$ cat config.mk
export PLATFORM = sky130hd
export DESIGN_NAME = mem_access_unit
export DESIGN_NICKNAME = d
export VERILOG_FILES = /design/src/rtl/mem_access_pkg.sv /design/src/rtl/mem_lane_extract.sv /design/src/rtl/mem_access_unit.sv
export SDC_FILE = /design/constraint.sdc
export NUM_CORES = 1
export LEC_CHECK = 0
export ABC_AREA = 1
export BUFFER_PORTS_ARGS = -buffer_cell sky130_fd_sc_hd__buf_4
export CAP_MARGIN = 0
export CORE_MARGIN = 3
export CORE_UTILIZATION = 45
export CTS_CLUSTER_DIAMETER = 100
export CTS_CLUSTER_SIZE = 30
export DETAILED_ROUTE_END_ITERATION = 8
export PLACE_DENSITY = 0.77
export SLEW_MARGIN = 20
export SYNTH_ARGS = -nofsm -noshare
export SYNTH_HDL_FRONTEND = slang
export SYNTH_SLANG_ARGS = --single-unit
$ cat constraint.sdc
create_clock -name clk -period 7.72 [get_ports clk]
set_clock_uncertainty 0.2 [all_clocks]
set_input_delay 0.772 -clock clk [delete_from_list [all_inputs] [get_ports clk]]
set_output_delay 0.772 -clock clk [all_outputs]
set_load 0.01 [all_outputs]
$ cat src/rtl/mem_access_pkg.sv
// -----------------------------------------------------------------------------
// mem_access_pkg
// Shared definitions for the load/store alignment unit:
//   - access size encodings as carried on req_size
//   - FSM state encodings for mem_access_unit
//   - bytes_of(): number of bytes moved by an access of a given size
// -----------------------------------------------------------------------------
package mem_access_pkg;

    // Access size encodings (req_size)
    localparam logic [1:0] SZ_WORD  = 2'b00;
    localparam logic [1:0] SZ_BYTE  = 2'b01;
    localparam logic [1:0] SZ_HALF  = 2'b10;
    localparam logic [1:0] SZ_DWORD = 2'b11;

    // FSM state encodings
    typedef logic [2:0] state_t;
    localparam state_t ST_IDLE = 3'd0;
    localparam state_t ST_RD   = 3'd1;
    localparam state_t ST_WAIT = 3'd2;
    localparam state_t ST_WR   = 3'd3;
    localparam state_t ST_RESP = 3'd4;

    // Bytes transferred by an access of the given size.
    function automatic logic [3:0] bytes_of(input logic [1:0] size);
        logic [3:0] nb;
        case (size)
            SZ_BYTE: nb = 4'd1;
            SZ_HALF: nb = 4'd2;
            SZ_WORD: nb = 4'd4;
            default: nb = 4'd8;
        endcase
        return nb;
    endfunction

endpackage

$ cat src/rtl/mem_lane_extract.sv
// -----------------------------------------------------------------------------
// mem_lane_extract
// Combinational byte-lane select and sign/zero extension of a memory word.
// The addressed lanes (starting at byte offset off_i, width given by size_i)
// are shifted down to bit 0; the bits above the access width are filled with
// zeros (uns_i=1) or copies of the access MSB (uns_i=0).
// Ports:
//   word_i  in  DATA_W  full memory word
//   off_i   in  OFF_W   byte offset of the access within the word
//   size_i  in  2       access size (mem_access_pkg encodings)
//   uns_i   in  1       1 = zero-extend, 0 = sign-extend
//   data_o  out DATA_W  right-justified, extended result
// -----------------------------------------------------------------------------
module mem_lane_extract
    import mem_access_pkg::*;
#(
    parameter int DATA_W = 32,
    parameter int OFF_W  = 2
) (
    input  logic [DATA_W-1:0] word_i,
    input  logic [OFF_W-1:0]  off_i,
    input  logic [1:0]        size_i,
    input  logic              uns_i,
    output logic [DATA_W-1:0] data_o
);

    logic [DATA_W-1:0] shifted;
    logic [6:0]        nbits;
    logic              sign;

    always_comb begin
        shifted = word_i >> {off_i, 3'b000};
        nbits   = {bytes_of(size_i), 3'b000};
        // The MSB position depends on the access size; pick it with a
        // compare per bit rather than a variable-width index.
        sign = 1'b0;
        for (int i = 0; i < DATA_W; i++) begin
            if (7'(i) == nbits - 7'd1) begin
                sign = shifted[i];
            end
        end
        data_o = '0;
        for (int i = 0; i < DATA_W; i++) begin
            data_o[i] = (7'(i) < nbits) ? shifted[i] : (sign & ~uns_i);
        end
    end

endmodule

$ cat src/rtl/mem_access_unit.sv
// -----------------------------------------------------------------------------
// mem_access_unit
// Load/store alignment unit between the MIPS datapath and data memory.
// Sub-word loads pick the addressed lanes out of the read word and extend
// them; sub-word stores do a read-modify-write of the containing word.
// One request is in flight at a time (req_ready only in IDLE).
//
// Configuration macro: MEM_ACCESS_MISALIGN_TRAP_EN
//   defined   : misaligned requests return resp_err=1 with no memory access
//   undefined : the address bits below the access size are cleared and the
//               access proceeds normally
//   Reserved sizes (dword on a 32-bit memory) always return resp_err=1.
//
// Ports:
//   clk, reset_n               clock, asynchronous active-low reset
//   req_valid/req_ready        request handshake
//   req_we, req_size, req_uns  store flag, access size, zero-extend flag
//   req_addr, req_wdata        byte address, right-justified store data
//   resp_valid/resp_ready      response handshake (response held until taken)
//   resp_data, resp_err        extended load data (0 for stores/errors), error
//   mem_addr                   word-aligned memory address
//   mem_rd, mem_we             one-cycle read / write strobes
//   mem_wdata, mem_rdata       full-word write / read data
// -----------------------------------------------------------------------------
module mem_access_unit
    import mem_access_pkg::*;
#(
    parameter int DATA_W  = 32,
    parameter int ADDR_W  = 32,
    parameter int MEM_LAT = 1
) (
    input  logic              clk,
    input  logic              reset_n,
    input  logic              req_valid,
    output logic              req_ready,
    input  logic              req_we,
    input  logic [1:0]        req_size,
    input  logic              req_uns,
    input  logic [ADDR_W-1:0] req_addr,
    input  logic [DATA_W-1:0] req_wdata,
    output logic              resp_valid,
    input  logic              resp_ready,
    output logic [DATA_W-1:0] resp_data,
    output logic              resp_err,
    output logic [ADDR_W-1:0] mem_addr,
    output logic              mem_rd,
    output logic              mem_we,
    output logic [DATA_W-1:0] mem_wdata,
    input  logic [DATA_W-1:0] mem_rdata
);

    localparam int NB    = DATA_W / 8;
    localparam int OFF_W = $clog2(NB);
    localparam int CNT_W = (MEM_LAT > 1) ? $clog2(MEM_LAT) : 1;

    // Control state
    state_t            state_q, state_d;
    logic [CNT_W-1:0]  cnt_q, cnt_d;
    logic [ADDR_W-1:0] mem_addr_q, mem_addr_d;
    logic [DATA_W-1:0] mem_wdata_q, mem_wdata_d;

    // Request fields captured at accept
    logic [OFF_W-1:0]  off_q;
    logic [1:0]        size_q;
    logic              uns_q;
    logic              we_q;
    logic              err_q;
    logic [DATA_W-1:0] wdata_q;
    logic [DATA_W-1:0] rdata_q;

    // Request decode
    logic              accept;
    logic [OFF_W-1:0]  req_off;
    logic [OFF_W-1:0]  low_mask;
    logic [OFF_W-1:0]  aligned_off;
    logic              rsvd_size;
    logic              req_err;
    logic              full_word;
    logic              wait_done;

    // Store merge / load extract
    logic [DATA_W-1:0] wdata_sh;
    logic [DATA_W-1:0] merged;
    logic [DATA_W-1:0] ext_data;
    logic [7:0]        lane_lo;
    logic [7:0]        lane_hi;

    assign req_ready  = (state_q == ST_IDLE);
    assign accept     = req_valid && req_ready;
    assign wait_done  = (state_q == ST_WAIT) && (cnt_q == '0);

    assign mem_rd     = (state_q == ST_RD);
    assign mem_we     = (state_q == ST_WR);
    assign mem_addr   = mem_addr_q;
    assign mem_wdata  = mem_wdata_q;

    assign resp_valid = (state_q == ST_RESP);
    assign resp_err   = (state_q == ST_RESP) && err_q;
    assign resp_data  = ((state_q == ST_RESP) && !we_q && !err_q) ? ext_data : '0;

    // ---- request decode -----------------------------------------------------
    always_comb begin
        req_off   = req_addr[OFF_W-1:0];
        // Offset bits that must be zero for a naturally aligned access.
        low_mask  = OFF_W'(bytes_of(req_size) - 4'd1);
        rsvd_size = (req_size == SZ_DWORD) && (DATA_W == 32);
        full_word = (bytes_of(req_size) == 4'(NB));
`ifdef MEM_ACCESS_MISALIGN_TRAP_EN
        aligned_off = req_off;
        req_err     = rsvd_size || ((req_off & low_mask) != '0);
`else
        aligned_off = req_off & ~low_mask;
        req_err     = rsvd_size;
`endif
    end

    // ---- store merge: replace the addressed lanes of the read word ----------
    always_comb begin
        wdata_sh = wdata_q << {off_q, 3'b000};
        lane_lo  = 8'(off_q);
        lane_hi  = 8'(off_q) + 8'(bytes_of(size_q));
        merged   = mem_rdata;
        for (int j = 0; j < NB; j++) begin
            if ((8'(j) >= lane_lo) && (8'(j) < lane_hi)) begin
                merged[8*j +: 8] = wdata_sh[8*j +: 8];
            end
        end
    end

    // ---- FSM next state -------------------------------------------------------
    always_comb begin
        state_d     = state_q;
        cnt_d       = cnt_q;
        mem_addr_d  = mem_addr_q;
        mem_wdata_d = mem_wdata_q;
        case (state_q)
            ST_IDLE: begin
                if (accept) begin
                    mem_addr_d = {req_addr[ADDR_W-1:OFF_W], {OFF_W{1'b0}}};
                    if (req_err) begin
                        state_d = ST_RESP;
                    end else if (req_we && full_word) begin
                        // Whole word is overwritten: no read needed.
                        mem_wdata_d = req_wdata;
                        state_d     = ST_WR;
                    end else begin
                        state_d = ST_RD;
                    end
                end
            end
            ST_RD: begin
                state_d = ST_WAIT;
                cnt_d   = CNT_W'(MEM_LAT - 1);
            end
            ST_WAIT: begin
                if (cnt_q == '0) begin
                    if (we_q) begin
                        mem_wdata_d = merged;
                        state_d     = ST_WR;
                    end else begin
                        state_d = ST_RESP;
                    end
                end else begin
                    cnt_d = cnt_q - 1'b1;
                end
            end
            ST_WR: begin
                state_d = ST_RESP;
            end
            ST_RESP: begin
                if (resp_ready) begin
                    state_d = ST_IDLE;
                end
            end
            default: begin
                state_d = ST_IDLE;
            end
        endcase
    end

    always_ff @(posedge clk or negedge reset_n) begin
        if (!reset_n) begin
            state_q     <= ST_IDLE;
            cnt_q       <= '0;
            mem_addr_q  <= '0;
            mem_wdata_q <= '0;
        end else begin
            state_q     <= state_d;
            cnt_q       <= cnt_d;
            mem_addr_q  <= mem_addr_d;
            mem_wdata_q <= mem_wdata_d;
        end
    end

    // Captured fields are only observed while the FSM is past IDLE, so they
    // need no reset.
    always_ff @(posedge clk) begin
        if (accept) begin
            off_q   <= aligned_off;
            size_q  <= req_size;
            uns_q   <= req_uns;
            we_q    <= req_we;
            err_q   <= req_err;
            wdata_q <= req_wdata;
        end
        if (wait_done) begin
            rdata_q <= mem_rdata;
        end
    end

    mem_lane_extract #(
        .DATA_W (DATA_W),
        .OFF_W  (OFF_W)
    ) u_extract (
        .word_i (rdata_q),
        .off_i  (off_q),
        .size_i (size_q),
        .uns_i  (uns_q),
        .data_o (ext_data)
    );

endmodule

==> results by group <==
Drt
  – Wirelength, routed: between 15000 and 20000 um
  – WL per Instance: 17.00 um
  – Starting DRC count in detailed routing: roughly 660
  – Via density: 5.226
  – Detail Route Antenna Nets: 0
  – Remaining DRCs: 0
  – Detailed Routing Iterations Pass 1: 6
  – Vias: 6083

Yosys
  – Post-synthesis async set-or-reset flop share: 47.79%
  – FF+latch count, synth: 136
  – Synth Flop Type: edfxtp_1
  – Synth top area share: 31.58%
  – Synth area leaders: edfxtp_1, dfrtp_1, nand2_1
  – YS warnings: 0
  – Synthesized area per cell: 8.654 um^2
  – Cells after Synth: 780
  – Netlist cell types: 34
  – Synth Cell Area: 6750 um^2
  – Sequential-to-total area share from yosys stat: 55.68%
  – Area leader, netlist: edfxtp_1
  – Number of synthesized flops with an enable pin: 71

Timing
  – Crit share post-route: 53.91%
  – Max Slew Vio Count: 0
  – Final setup fails: 0
  – Slew HR: 36.11%
  – RSZ-0062 raised after global routing: no
  – Min cycle time layout: 4162 ps
  – F_max: 240.3 MHz
  – Least-Margin Pin Slew: 958.4 ps
  – Final hold violations: 0
  – Setup total negative slack: 0 ps

Power
  – Leak Pwr: 0.004280 uW
  – Max VDD drop: 0.0001974 V
  – P per Cell Area: 382.4 nW/um^2
  – Total power: 3439 uW

Setup path
  – Startpoint types: register
  – Reg2reg setup slack: about 4300 ps
  – Crit-path leading delay family: flip-flops
  – Worst setup path class: register to output port
  – Crit-path max FO: 32
  – Element type at the critical path end: output port
  – Slowest stage cell on the critical path: edfxtp_1
  – Crit path buffers/inverters: 3
  – Req. time, crit path: 6750 ps
  – Crit path DAT: 3190 ps
  – CP Cell Sequence: inv_2 > nor2_2 > inv_1 > o22ai_1 > nor3_1 > buf_4
  – Slowest cell delay on critical path: 980 ps

CTS
  – Setup repair bufs after CTS: 0
  – Clock transition at the registers of the reported paths: 60 ps
  – Clk Latency, worst-skew pair: 420 ps
  – CTS max path bufs: 2
  – Clock root buffer: clkbuf_16
  – CTS tree: done
  – CTS H-tree depth: 4
  – Post-CTS sizing: 0
  – CTS buffer count: 17
  – Hold Buf Count CTS: 0
  – Clk sink count: 136

Cells and area
  – Post-layout utilization of the core: 61.65%
  – Fillers: 1234
  – Post-synthesis to final-layout area growth: 33.23%
  – Nets: about 1100
  – Design Area, Final: 8994 um^2
  – Area of the multi-input gates: 2524 um^2
  – Most frequent cells in the layout: nand2_1, buf_4, a21oi_1
  – Share of layout cells above drive strength 1: 26.56%
  – Seq. cell area: 3759 um^2

Global route
  – First-pass GRT wire length: between 30000 and 40000 um
  – GR Util All Layers: 24.17%
  – Initial antenna violation count: 1
  – Vias in the first global route: just under 6000
  – Pin count of the biggest net entering global routing: 70
  – Overflow after GRT: 0

Status
  – Status: finished, final reports clean

Floorplan
  – # IOs: 205
  – Die Ht: 128.5 um
  – Initial core utilization: 46.27%
  – Core area: 14590 um^2
  – Die footprint: 16510 um^2
  – FP Rows: 44
  – Die Wd: 128.5 um

Place
  – DP Area: 8343 um^2
  – Post-DP HPWL: 14540 um
  – PortBufs: 202
  – Routability Congestion: 0.9564

Min path
  – Type of the worst min-delay path: input port to async pin

Run
  – Max cap viols: 0
[Yosys cell counts, drive strengths merged (6+ instances only)]
| library cell | instances |
|---|---|
| ha | 12 |
| nor2 | 76 |
| clkbuf | 21 |
| o31ai | 6 |
| or2 | 7 |
| edfxtp | 71 |
| o22ai | 7 |
| dfrtp | 65 |
| nand3 | 37 |
| a22oi | 8 |
| nand2 | 208 |
| buf | 19 |
| inv | 75 |
| a31oi | 8 |
| a21oi | 84 |
| nor3 | 13 |
| o21ai | 55 |
[where the power goes]
| group | switching (uW) | internal (uW) |
|---|---|---|
| combinational | 839 | 524 |
| clock | 304 | 556 |
| sequential | 165 | 1050 |
| total | 1310 | 2130 |
[flip-flops by register name (all words and copies together), names as in the netlist]
name       flops
wdata_q       32
mem_addr      30
off_q          2
state_q        3
mem_wdata     32
we_q           1
uns_q          1
err_q          1
rdata_q       32
size_q         2
[routing by layer]
layer | up-vias | routed length (um) | GRT usage (%)
met5 | - | 0 | 0
met4 | 0 | 624 | 9.800
met3 | 41 | 1883 | 6.476
met2 | 334 | 9149 | 36.93
met1 | 2751 | 8131 | 32.93
li1 | 2957 | - | -
[stage by stage]
step | hold WS [ps] | worst slack [ps] | std cells
2_1_floorplan | 276.4 | 4812 | 781
3_3_place_gp | 256.2 | 4131 | 1131
3_5_place_dp | 259.5 | 4038 | 1131
4_1_cts | 273.5 | 3595 | 1163
5_1_grt | 286.2 | 3222 | 1164
6_report | 230.7 | 3558 | 1164
[area by class of cell]
| class | instances | share of cell area, % |
|---|---|---|
| sequential | 136 | 41.79 |
| multi-input combinational | 530 | 28.06 |
| timing repair buffer | 206 | 17.20 |
| clock buffer | 25 | 6.455 |
| inverter | 75 | 3.158 |
| tap | 184 | 2.560 |
| clock inverter | 7 | 0.7513 |
| antenna | 1 | 0.02782 |
[worst paths after layout]
kind | from | end | cells past startpoint
min in group clk | mem_addr[12] | mem_addr[12] | 2
min | reset_n | mem_wdata[24] | 1
min reg2reg | mem_addr[12] | mem_addr[12] | 2
max reg2reg | off_q[0] | mem_wdata[18] | 11
max | off_q[0] | resp_data[1] | 6
max in group asynchronous | reset_n | mem_addr[30] | 1
[kinds of logic (layout without fill, tap and decap cells)]
kind of cell,Yosys count,after routing,synth area share (%)
simple gates,343,343,20.93
compound gates,172,172,13.72
flops,136,136,55.68
buf+inv,115,313,7.099
fa+ha+maj,13,13,2.521
other cells,1,3,0.05555
(Power assumes the default switching activity.)
